**src/rtl/rf_access_arbiter_if.sv**
```systemverilog
// ---------------------------------------------------------------------------
// rf_access_arbiter_if
// Request/response bundle between one requester and the register-file
// access arbiter. One instance is used per requester port.
//
// Signals:
//   req     requester -> arbiter  access request, held until gnt
//   we      requester -> arbiter  1 = write, 0 = read, valid with req
//   addr    requester -> arbiter  target register address, valid with req
//   wrData  requester -> arbiter  write data, valid with req and we
//   gnt     arbiter -> requester  one-cycle pulse: request accepted and issued
//   rdVld   arbiter -> requester  one-cycle pulse: read response
//   rdErr   arbiter -> requester  qualifies rdVld: the read timed out
//   rdData  arbiter -> requester  read data, held until the next response
//
// Modports:
//   master  the requester side
//   slave   the arbiter side
// ---------------------------------------------------------------------------
interface rf_access_arbiter_if #(
  parameter int WIDTH     = 8,
  parameter int Addr_SIZE = 4
);

  logic                 req;
  logic                 we;
  logic [Addr_SIZE-1:0] addr;
  logic [WIDTH-1:0]     wrData;
  logic                 gnt;
  logic                 rdVld;
  logic                 rdErr;
  logic [WIDTH-1:0]     rdData;

  modport master (
    output req, we, addr, wrData,
    input  gnt, rdVld, rdErr, rdData
  );

  modport slave (
    input  req, we, addr, wrData,
    output gnt, rdVld, rdErr, rdData
  );

endinterface

```
**src/rtl/rf_access_arbiter.sv**
```systemverilog
// ---------------------------------------------------------------------------
// rf_access_arbiter
// Two-requester round-robin arbiter and sequencer for the single-port
// register file. Each grant issues exactly one register-file access; read
// data is routed back to the granted port. A watchdog ends reads whose
// data-valid never comes back and reports them with an error flag.
//
// Parameters:
//   WIDTH      register file word width
//   Addr_SIZE  register file address width
//   TIMEOUT    maximum cycles spent waiting for i_rdDVld (1..255)
//
// Ports:
//   i_clk      system clock, rising edge
//   i_rst_n    synchronous active-low reset
//   port0      requester 0 (system controller), slave side of the bundle
//   port1      requester 1 (secondary master), slave side of the bundle
//   o_wrEn     register file write enable
//   o_rdEn     register file read enable
//   o_addr     register file address
//   o_wrD      register file write data
//   i_rdD      register file read data
//   i_rdDVld   register file read data valid
// ---------------------------------------------------------------------------
module rf_access_arbiter #(
  parameter int WIDTH     = 8,
  parameter int Addr_SIZE = 4,
  parameter int TIMEOUT   = 15
) (
  input  logic                 i_clk,
  input  logic                 i_rst_n,
  rf_access_arbiter_if.slave   port0,
  rf_access_arbiter_if.slave   port1,
  output logic                 o_wrEn,
  output logic                 o_rdEn,
  output logic [Addr_SIZE-1:0] o_addr,
  output logic [WIDTH-1:0]     o_wrD,
  input  logic [WIDTH-1:0]     i_rdD,
  input  logic                 i_rdDVld
);

  typedef enum logic [1:0] {
    IDLE,
    ACCESS,
    WAIT_RD
  } state_t;

  // Counter value in the last waiting cycle; the response register then
  // shows up TIMEOUT cycles after WAIT_RD was entered.
  localparam logic [7:0] LP_CNT_LAST = 8'(TIMEOUT - 1);

  state_t               r_state;
  logic                 r_we;
  logic [Addr_SIZE-1:0] r_addr;
  logic [WIDTH-1:0]     r_wrData;
  logic                 r_winner;
  logic                 r_lastGnt;
  logic [7:0]           r_cnt;
  logic                 r_rdVld0;
  logic                 r_rdVld1;
  logic                 r_rdErr0;
  logic                 r_rdErr1;
  logic [WIDTH-1:0]     r_rdData0;
  logic [WIDTH-1:0]     r_rdData1;

  logic                 w_anyReq;
  logic                 w_winner;
  logic                 w_access;

  // Round-robin pick: on a tie the port that was not granted last wins,
  // otherwise the lone requester wins. Only feeds the capture registers.
  always_comb begin
    w_anyReq = port0.req | port1.req;
    w_winner = (port0.req && port1.req) ? ~r_lastGnt : port1.req;
  end

  // Main sequencer: captures the winning request, issues one access, then
  // either returns to IDLE (write) or waits for read data with a watchdog.
  // Read responses are registered and routed to the captured winner.
  always_ff @(posedge i_clk) begin
    if (!i_rst_n) begin
      r_state   <= IDLE;
      r_we      <= 1'b0;
      r_addr    <= '0;
      r_wrData  <= '0;
      r_winner  <= 1'b0;
      r_lastGnt <= 1'b1;
      r_cnt     <= '0;
      r_rdVld0  <= 1'b0;
      r_rdVld1  <= 1'b0;
      r_rdErr0  <= 1'b0;
      r_rdErr1  <= 1'b0;
      r_rdData0 <= '0;
      r_rdData1 <= '0;
    end else begin
      r_rdVld0 <= 1'b0;
      r_rdVld1 <= 1'b0;
      r_rdErr0 <= 1'b0;
      r_rdErr1 <= 1'b0;
      case (r_state)
        IDLE: begin
          if (w_anyReq) begin
            r_winner <= w_winner;
            r_we     <= w_winner ? port1.we     : port0.we;
            r_addr   <= w_winner ? port1.addr   : port0.addr;
            r_wrData <= w_winner ? port1.wrData : port0.wrData;
            r_state  <= ACCESS;
          end
        end
        ACCESS: begin
          r_lastGnt <= r_winner;
          r_cnt     <= '0;
          r_state   <= r_we ? IDLE : WAIT_RD;
        end
        WAIT_RD: begin
          // Data-valid wins over an expiring watchdog in the same cycle.
          if (i_rdDVld) begin
            if (r_winner) begin
              r_rdData1 <= i_rdD;
              r_rdVld1  <= 1'b1;
            end else begin
              r_rdData0 <= i_rdD;
              r_rdVld0  <= 1'b1;
            end
            r_state <= IDLE;
          end else if (r_cnt == LP_CNT_LAST) begin
            if (r_winner) begin
              r_rdData1 <= '0;
              r_rdVld1  <= 1'b1;
              r_rdErr1  <= 1'b1;
            end else begin
              r_rdData0 <= '0;
              r_rdVld0  <= 1'b1;
              r_rdErr0  <= 1'b1;
            end
            r_state <= IDLE;
          end else begin
            r_cnt <= r_cnt + 8'd1;
          end
        end
        default: r_state <= IDLE;
      endcase
    end
  end

  // Grant and register-file strobes decode purely from state and captured
  // registers, so nothing on the request inputs reaches them in the same
  // cycle.
  always_comb begin
    w_access  = (r_state == ACCESS);
    port0.gnt = w_access && !r_winner;
    port1.gnt = w_access &&  r_winner;
    o_wrEn    = w_access &&  r_we;
    o_rdEn    = w_access && !r_we;
    o_addr    = w_access ? r_addr : '0;
    o_wrD     = (w_access && r_we) ? r_wrData : '0;
  end

  // Response side of each bundle comes straight from its registers.
  always_comb begin
    port0.rdVld  = r_rdVld0;
    port0.rdErr  = r_rdErr0;
    port0.rdData = r_rdData0;
    port1.rdVld  = r_rdVld1;
    port1.rdErr  = r_rdErr1;
    port1.rdData = r_rdData1;
  end

endmodule

```
**src/flat_wrapper.sv**
```systemverilog
// flat-port wrapper written by rule: the top's interface ports become plain ports
module rf_access_arbiter_flat 
#(
  parameter int WIDTH     = 8,
  parameter int Addr_SIZE = 4,
  parameter int TIMEOUT   = 15
)
  (i_clk, i_rst_n, o_wrEn, o_rdEn, o_addr, o_wrD, i_rdD, i_rdDVld, port0_req, port0_we, port0_addr, port0_wrData, port0_gnt, port0_rdVld, port0_rdErr, port0_rdData, port1_req, port1_we, port1_addr, port1_wrData, port1_gnt, port1_rdVld, port1_rdErr, port1_rdData);
  rf_access_arbiter_if #(.WIDTH(WIDTH), .Addr_SIZE(Addr_SIZE)) port0_i ();
  rf_access_arbiter_if #(.WIDTH(WIDTH), .Addr_SIZE(Addr_SIZE)) port1_i ();
  input  logic i_clk;
  input  logic i_rst_n;
  output logic o_wrEn;
  output logic o_rdEn;
  output logic [Addr_SIZE-1:0] o_addr;
  output logic [WIDTH-1:0] o_wrD;
  input  logic [WIDTH-1:0] i_rdD;
  input  logic i_rdDVld;
  input wire logic [$bits(port0_i.req)-1:0] port0_req;
  input wire logic [$bits(port0_i.we)-1:0] port0_we;
  input wire logic [$bits(port0_i.addr)-1:0] port0_addr;
  input wire logic [$bits(port0_i.wrData)-1:0] port0_wrData;
  output wire logic [$bits(port0_i.gnt)-1:0] port0_gnt;
  output wire logic [$bits(port0_i.rdVld)-1:0] port0_rdVld;
  output wire logic [$bits(port0_i.rdErr)-1:0] port0_rdErr;
  output wire logic [$bits(port0_i.rdData)-1:0] port0_rdData;
  input wire logic [$bits(port1_i.req)-1:0] port1_req;
  input wire logic [$bits(port1_i.we)-1:0] port1_we;
  input wire logic [$bits(port1_i.addr)-1:0] port1_addr;
  input wire logic [$bits(port1_i.wrData)-1:0] port1_wrData;
  output wire logic [$bits(port1_i.gnt)-1:0] port1_gnt;
  output wire logic [$bits(port1_i.rdVld)-1:0] port1_rdVld;
  output wire logic [$bits(port1_i.rdErr)-1:0] port1_rdErr;
  output wire logic [$bits(port1_i.rdData)-1:0] port1_rdData;
  assign port0_i.req = port0_req;
  assign port0_i.we = port0_we;
  assign port0_i.addr = port0_addr;
  assign port0_i.wrData = port0_wrData;
  assign port0_gnt = port0_i.gnt;
  assign port0_rdVld = port0_i.rdVld;
  assign port0_rdErr = port0_i.rdErr;
  assign port0_rdData = port0_i.rdData;
  assign port1_i.req = port1_req;
  assign port1_i.we = port1_we;
  assign port1_i.addr = port1_addr;
  assign port1_i.wrData = port1_wrData;
  assign port1_gnt = port1_i.gnt;
  assign port1_rdVld = port1_i.rdVld;
  assign port1_rdErr = port1_i.rdErr;
  assign port1_rdData = port1_i.rdData;
  rf_access_arbiter #(.WIDTH(WIDTH), .Addr_SIZE(Addr_SIZE), .TIMEOUT(TIMEOUT)) u_core (.i_clk(i_clk), .i_rst_n(i_rst_n), .port0(port0_i), .port1(port1_i), .o_wrEn(o_wrEn), .o_rdEn(o_rdEn), .o_addr(o_addr), .o_wrD(o_wrD), .i_rdD(i_rdD), .i_rdDVld(i_rdDVld));
endmodule
```
**config.mk**
```make
export PLATFORM = sky130hd
export DESIGN_NAME = rf_access_arbiter_flat
export DESIGN_NICKNAME = d
export VERILOG_FILES = /design/src/rtl/rf_access_arbiter_if.sv /design/src/rtl/rf_access_arbiter.sv /design/src/flat_wrapper.sv
export SDC_FILE = /design/constraint.sdc
export NUM_CORES = 1
export LEC_CHECK = 0
export BUFFER_PORTS_ARGS = -buffer_cell sky130_fd_sc_hd__buf_2
export CAP_MARGIN = 10
export CORE_MARGIN = 5
export CORE_UTILIZATION = 40
export DETAILED_ROUTE_END_ITERATION = 12
export HOLD_SLACK_MARGIN = 0.08
export PLACE_DENSITY = 0.67
export REMOVE_ABC_BUFFERS = 1
export SYNTH_ARGS = -nofsm -noshare
export SYNTH_HDL_FRONTEND = slang
export SYNTH_SLANG_ARGS = --single-unit
```
**constraint.sdc**
```tcl
create_clock -name i_clk -period 1.8 [get_ports i_clk]
set_input_delay 0 -clock i_clk [delete_from_list [all_inputs] [get_ports i_clk]]
set_output_delay 0 -clock i_clk [all_outputs]
set_load 0.05 [all_outputs]
```
# Word-level counts from Yosys, hierarchy flattened
# Cells that the tools add are included.
dict set report word_totals {
  input_bits 39
  regBits 45
  output_inout_bits 36
}
dict set report op_classes {
  addsub 1
  mux 28
  bitwise_logic 5
  n_eq_ne 7
  n_reduce_logical 17
}
# operator count
set op_table {}
lappend op_table {{two-way mux 8 bit} 12}
lappend op_table {{one-hot mux 8 bit (2 select lines)} 1}
lappend op_table {{AND reduction 3 bit} 3}
lappend op_table {{adder 8 x 1 -> 8 bit, second input constant} 1}
lappend op_table {{equality test 8 x 4 -> 1 bit, second input constant} 1}
lappend op_table {{two-way mux 1 bit} 8}
lappend op_table {{two-way mux 2 bit} 4}
lappend op_table {{two-way mux 4 bit} 2}
lappend op_table {{one-hot mux 2 bit (3 select lines)} 1}
lappend op_table {{AND reduction 2 bit} 3}
lappend op_table {{logical AND 1 bit} 5}
lappend op_table {{inequality test 2 bit, second input constant} 2}
lappend op_table {{inverter 1 bit} 4}
lappend op_table {{nonzero test 2 bit} 2}
lappend op_table {{inequality test 3 x 2 -> 1 bit, second input constant} 1}
lappend op_table {{OR reduction 3 bit} 1}
lappend op_table {{equality test 2 x 1 -> 1 bit, second input constant} 1}
lappend op_table {{equality test 2 bit, second input constant} 1}
lappend op_table {{logical NOT 1 bit} 2}
lappend op_table {{logical NOT 2 bit} 1}
lappend op_table {{inequality test 2 x 1 -> 1 bit, second input constant} 1}
lappend op_table {{OR 1 bit} 1}

# Logic depth before layout (Yosys ltp)
dict set report logic_depth {
  ltp_word 4
  mapped_depth 7
  depth_no_buf 5
}

# Worst setup path before layout
# Ideal clock, no wire load.
dict set report synth_path {
  path_kind {flip-flop to output port}
  from {register u_core.r_state[0]}
  to {output o_wrD[2]}
  setup_slack_ns 0.211
  arrival_time_ns 1.589
  n_path_buf 2
  stages_incl_launch_ff 6
  path_cell_list {dfxtp_1 -> clkbuf_1 -> inv_1 -> nor2_1 -> clkbuf_1 -> and3_1}
}
dict set report synth_via {
  elab_chain_len 3
}
# item line
set synth_lines {}
lappend synth_lines {{start: declaration} rf_access_arbiter.sv:52} ;# state_t r_state;
lappend synth_lines {{start signal: assignment} rf_access_arbiter.sv:113} ;# r_state <= r_we ? IDLE : WAIT_RD;
lappend synth_lines {{equality test 2 x 1 -> 1 bit} rf_access_arbiter.sv:150} ;# w_access = (r_state == ACCESS);
lappend synth_lines {{logical AND 1 bit} rf_access_arbiter.sv:156} ;# o_wrD = (w_access && r_we) ? r_wrData : '0;
lappend synth_lines {{two-way mux 8 bit} rf_access_arbiter.sv:156}
lappend synth_lines {{end: declaration} flat_wrapper.sv:16} ;# output logic [WIDTH-1:0] o_wrD;
# Every way passes these cells.

# Worst setup path after layout
dict set report layout_path {
  from {input i_rdDVld}
  to {register u_core.r_cnt[7]}
}
dict set report layout_via {
  elab_chain_len 2
}
# item line
set layout_lines {}
lappend layout_lines {{start: declaration} flat_wrapper.sv:18} ;# input logic i_rdDVld;
lappend layout_lines {{inequality test 2 bit (no source line)} --}
lappend layout_lines {{AND reduction 3 bit (no source line)} --}
lappend layout_lines {{end signal: assignment} rf_access_arbiter.sv:138} ;# r_cnt <= r_cnt + 8'd1;
lappend layout_lines {{end: declaration} rf_access_arbiter.sv:58} ;# logic [7:0] r_cnt;
# Every way passes these cells.
# A chain may end at the register's enable or synchronous reset.

==> impl_metrics.env <==
export IMPL_status="completed"
export IMPL_setup_viol=0
export IMPL_layout_common_cells="buf_2 (73), dfxtp_1 (45), dlygate4sd3_1 (35)"
export IMPL_start_util_pct=41.03
export IMPL_worst_setup_hold_path_clk_slew_ns=0.08
export IMPL_critical_path_arrival_ns=1.94
export IMPL_core_area_mm2=0.005075
export IMPL_synth_seq_cells=45
export IMPL_ys_types=41
export IMPL_synthMuxAreaShare_pct=6.731
export IMPL_diodes=0
export IMPL_worstPathMaxFanout=7
export IMPL_fin_crit_sh_pct=95.82
export IMPL_worst_slew_pin_slew_ns=0.3864
export IMPL_remaining_drc_errors=0
export IMPL_place_congestion=0.8549
export IMPL_io_buffers=74
export IMPL_endpoint_kind="flip-flop"
export IMPL_avgRoutedWirePerCell_um=14.58
export IMPL_synthAdderAreaFrac_pct=1.202
export IMPL_antenna_found_initial=0
export IMPL_grt_setup_unrepaired="false"
export IMPL_vias_per_cell=5.380
export IMPL_syn_avg_cell_area_um2=8.974
export IMPL_required_ns=2.02
export IMPL_cts_buffers_inserted=5
export IMPL_p_per_area_mw_per_mm2=779.2
export IMPL_maxCapViolCount=0
export IMPL_nets=381
export IMPL_clock_skew_ns=0.008961
export IMPL_synth_compound_area_share_pct=22.36
export IMPL_yosys_area_share_xor_xnor_pct=0.4207
export IMPL_path_class="input port to flip-flop"
export IMPL_grt_first_pass_wirelength_um=9922
export IMPL_min_period_ns=1.725
export IMPL_cts_buffer_depth=2
export IMPL_yosysTopAreaCell="dfxtp_1"
export IMPL_totalWireLength_um=5991
export IMPL_p_leak_nw=1.358
export IMPL_peakVddDrop_uv=532.5
export IMPL_grt_overflow=0
export IMPL_drtPass1Iterations=4
export IMPL_finalHoldViolCount=0
export IMPL_first_global_vias=2167
export IMPL_ys_warn_count=0
export IMPL_synthCells=232
export IMPL_vias=2211
export IMPL_ios=75
export IMPL_grt_max_degree=29
export IMPL_grtUsageTotal_pct=18.56
export IMPL_die_y_um=82.15
export IMPL_cts_sinks=45
export IMPL_hp_class="input port to flip-flop"
export IMPL_num_rows=26
export IMPL_slew_viol_final=0
export IMPL_utilization_pct=60.36
export IMPL_relSlewSlack_pct=74.02
export IMPL_synth_area_top_cells="dfxtp_1 (43%), mux2i_1 (6.7%), a31oi_1 (5.4%), a311oi_1 (5.0%), a211oi_1 (4.7%)"
export IMPL_layout_commonest_cell="buf_2"
export IMPL_cts_tree="yes"
export IMPL_fmax_mhz=579.8
export IMPL_die_x_um=82.15
export IMPL_synth_top_cell_area_share_pct=43.27
export IMPL_ant_nets=0
export IMPL_synth_top_family_by_area="compound AO/OA/AOI/OAI gates"
export IMPL_drt_iter0_markers=187
export IMPL_synthSimpleGateAreaFrac_pct=21.03
export IMPL_drive_above_1_share_pct=29.33
export IMPL_clock_latency_ns=0.30
export IMPL_yosysSeqAreaShare_pct=43.27
export IMPL_dieArea_mm2=0.006748
export IMPL_cts_root_buffer="clkbuf_8"
export IMPL_area_growth_pct=47.12
export IMPL_h_tree_depth=2
export IMPL_syn_area_mm2=0.002082
export IMPL_finalSetupTns_ns=0
export IMPL_dpl_hpwl_um=3712
export IMPL_cp_start_kind="input port"
Yosys cell counts (all sizes together):
library cell,number
dfxtp,45
nor2,24
a31oi,18
and3,15
clkbuf,15
mux2i,14
a211oi,13
a311oi,12
nand2,12
and2,7
buf,5
inv,5
nand3,5
a21oi,4
o21ai,4
nor4,3
and4,2
ha,2
nand2b,2
nand4,2
nor2b,2
nor4b,2
or4,2
a2111oi,1
a211o,1
a21boi,1
a2bb2oi,1
a31o,1
a41o,1
clkinv,1
nor3,1
o2111ai,1
o211ai,1
o21a,1
o31a,1
o31ai,1
o32ai,1
or3,1
or3b,1
xnor2,1
path summary, 6_finish.rpt:
path                                  from                              end  slack [ns]  cells after the start
min                        port1_wrData[6]  u_core.r_wrData[6]$_SDFFE_PN0P_        0.08                      3
min reg2reg  u_core.r_addr[0]$_SDFFE_PN0P_    u_core.r_addr[0]$_SDFFE_PN0P_        0.50                      2
max reg2reg  u_core.r_lastGnt$_SDFFE_PN1P_         u_core.r_we$_SDFFE_PN0P_        0.11                      5
max                               i_rdDVld     u_core.r_cnt[7]$_SDFFE_PN0P_        0.08                      6
layout make-up:
class / instances / area (µm²)
Tap cell: 70 / 87.58
Clock buffer: 6 / 82.58
Timing Repair Buffer: 121 / 838.3
Clock inverter: 2 / 37.54
Fill cell: 459 / 2012
Inverter: 6 / 22.52
Sequential cell: 45 / 900.9
Multi-Input combinational cell: 161 / 1094
per-stage QoR:
| step | std cells | power (mW) | hold slack (ns) | instance area (µm²) | setup slack [ns] |
|---|---|---|---|---|---|
| 2_1_floorplan | 212 | 1.360 | 0.1383 | 2001 | 0.0003685 |
| 3_3_place_gp | 367 | 1.520 | 0.3116 | 2570 | 0.2104 |
| 3_5_place_dp | 367 | 1.527 | 0.3109 | 2570 | 0.1798 |
| 4_1_cts | 410 | 2.386 | 0.08099 | 3040 | 0.03508 |
| 5_1_grt | 411 | 2.498 | 0.1139 | 3063 | 0.005523 |
| 6_report | 411 | 2.387 | 0.07735 | 3063 | 0.07533 |
flip-flops by register name (all words and copies together) (netlist names):
register and flops:
u_core.r_lastGnt 1, u_core.r_addr 4, u_core.r_state 2, u_core.port1.rdData 8, u_core.r_wrData 8, u_core.port0.rdVld 1
u_core.port1.rdVld 1, u_core.r_cnt 8, u_core.port1.rdErr 1, u_core.r_we 1, u_core.port0.rdData 8, u_core.port0.rdErr 1
u_core.r_winner 1
report_power, final:
| group | internal, mW | switching, mW | total (mW) | leakage, nW |
|---|---|---|---|---|
| registers | 1.05 | 0.0319 | 1.08 | 0.367 |
| logic | 0.222 | 0.290 | 0.512 | 0.934 |
| clock network | 0.451 | 0.344 | 0.796 | 0.0574 |
| total | 1.72 | 0.666 | 2.39 | 1.36 |
critical path, stage by stage:
cell	delay, ns
dlygate4sd3_1	0.54
buf_2	0.16
or3b_4	0.40
a31o_4	0.24
or4_1	0.46
a31oi_1	0.13
cell families after synthesis:
group / Yosys count
muxes: 14
AOI/OAI and AO/OA: 63
adders and majority gates: 2
buffers and inverters: 26
and+or+nand+nor: 81
xor gates and xnor gates: 1
DFF: 45
layer usage:
metal	wire length, µm	vias to the layer above	global-route usage, %
met5	0	-	0
met4	163	0	7.309
met3	411	15	5.640
met2	2886	79	30.45
met1	2530	1025	22.73
li1	-	1092	-
timing repair:
action / 4_1_cts / 5_1_grt
setup endpoints to repair: 0 / 11
setup buffers: 0 / 1
endpoints found under the hold margin: 36 / 0
hold buffers: 35 / 0
gates resized for setup: 0 / 3
Power figures use the tool's default switching activity.
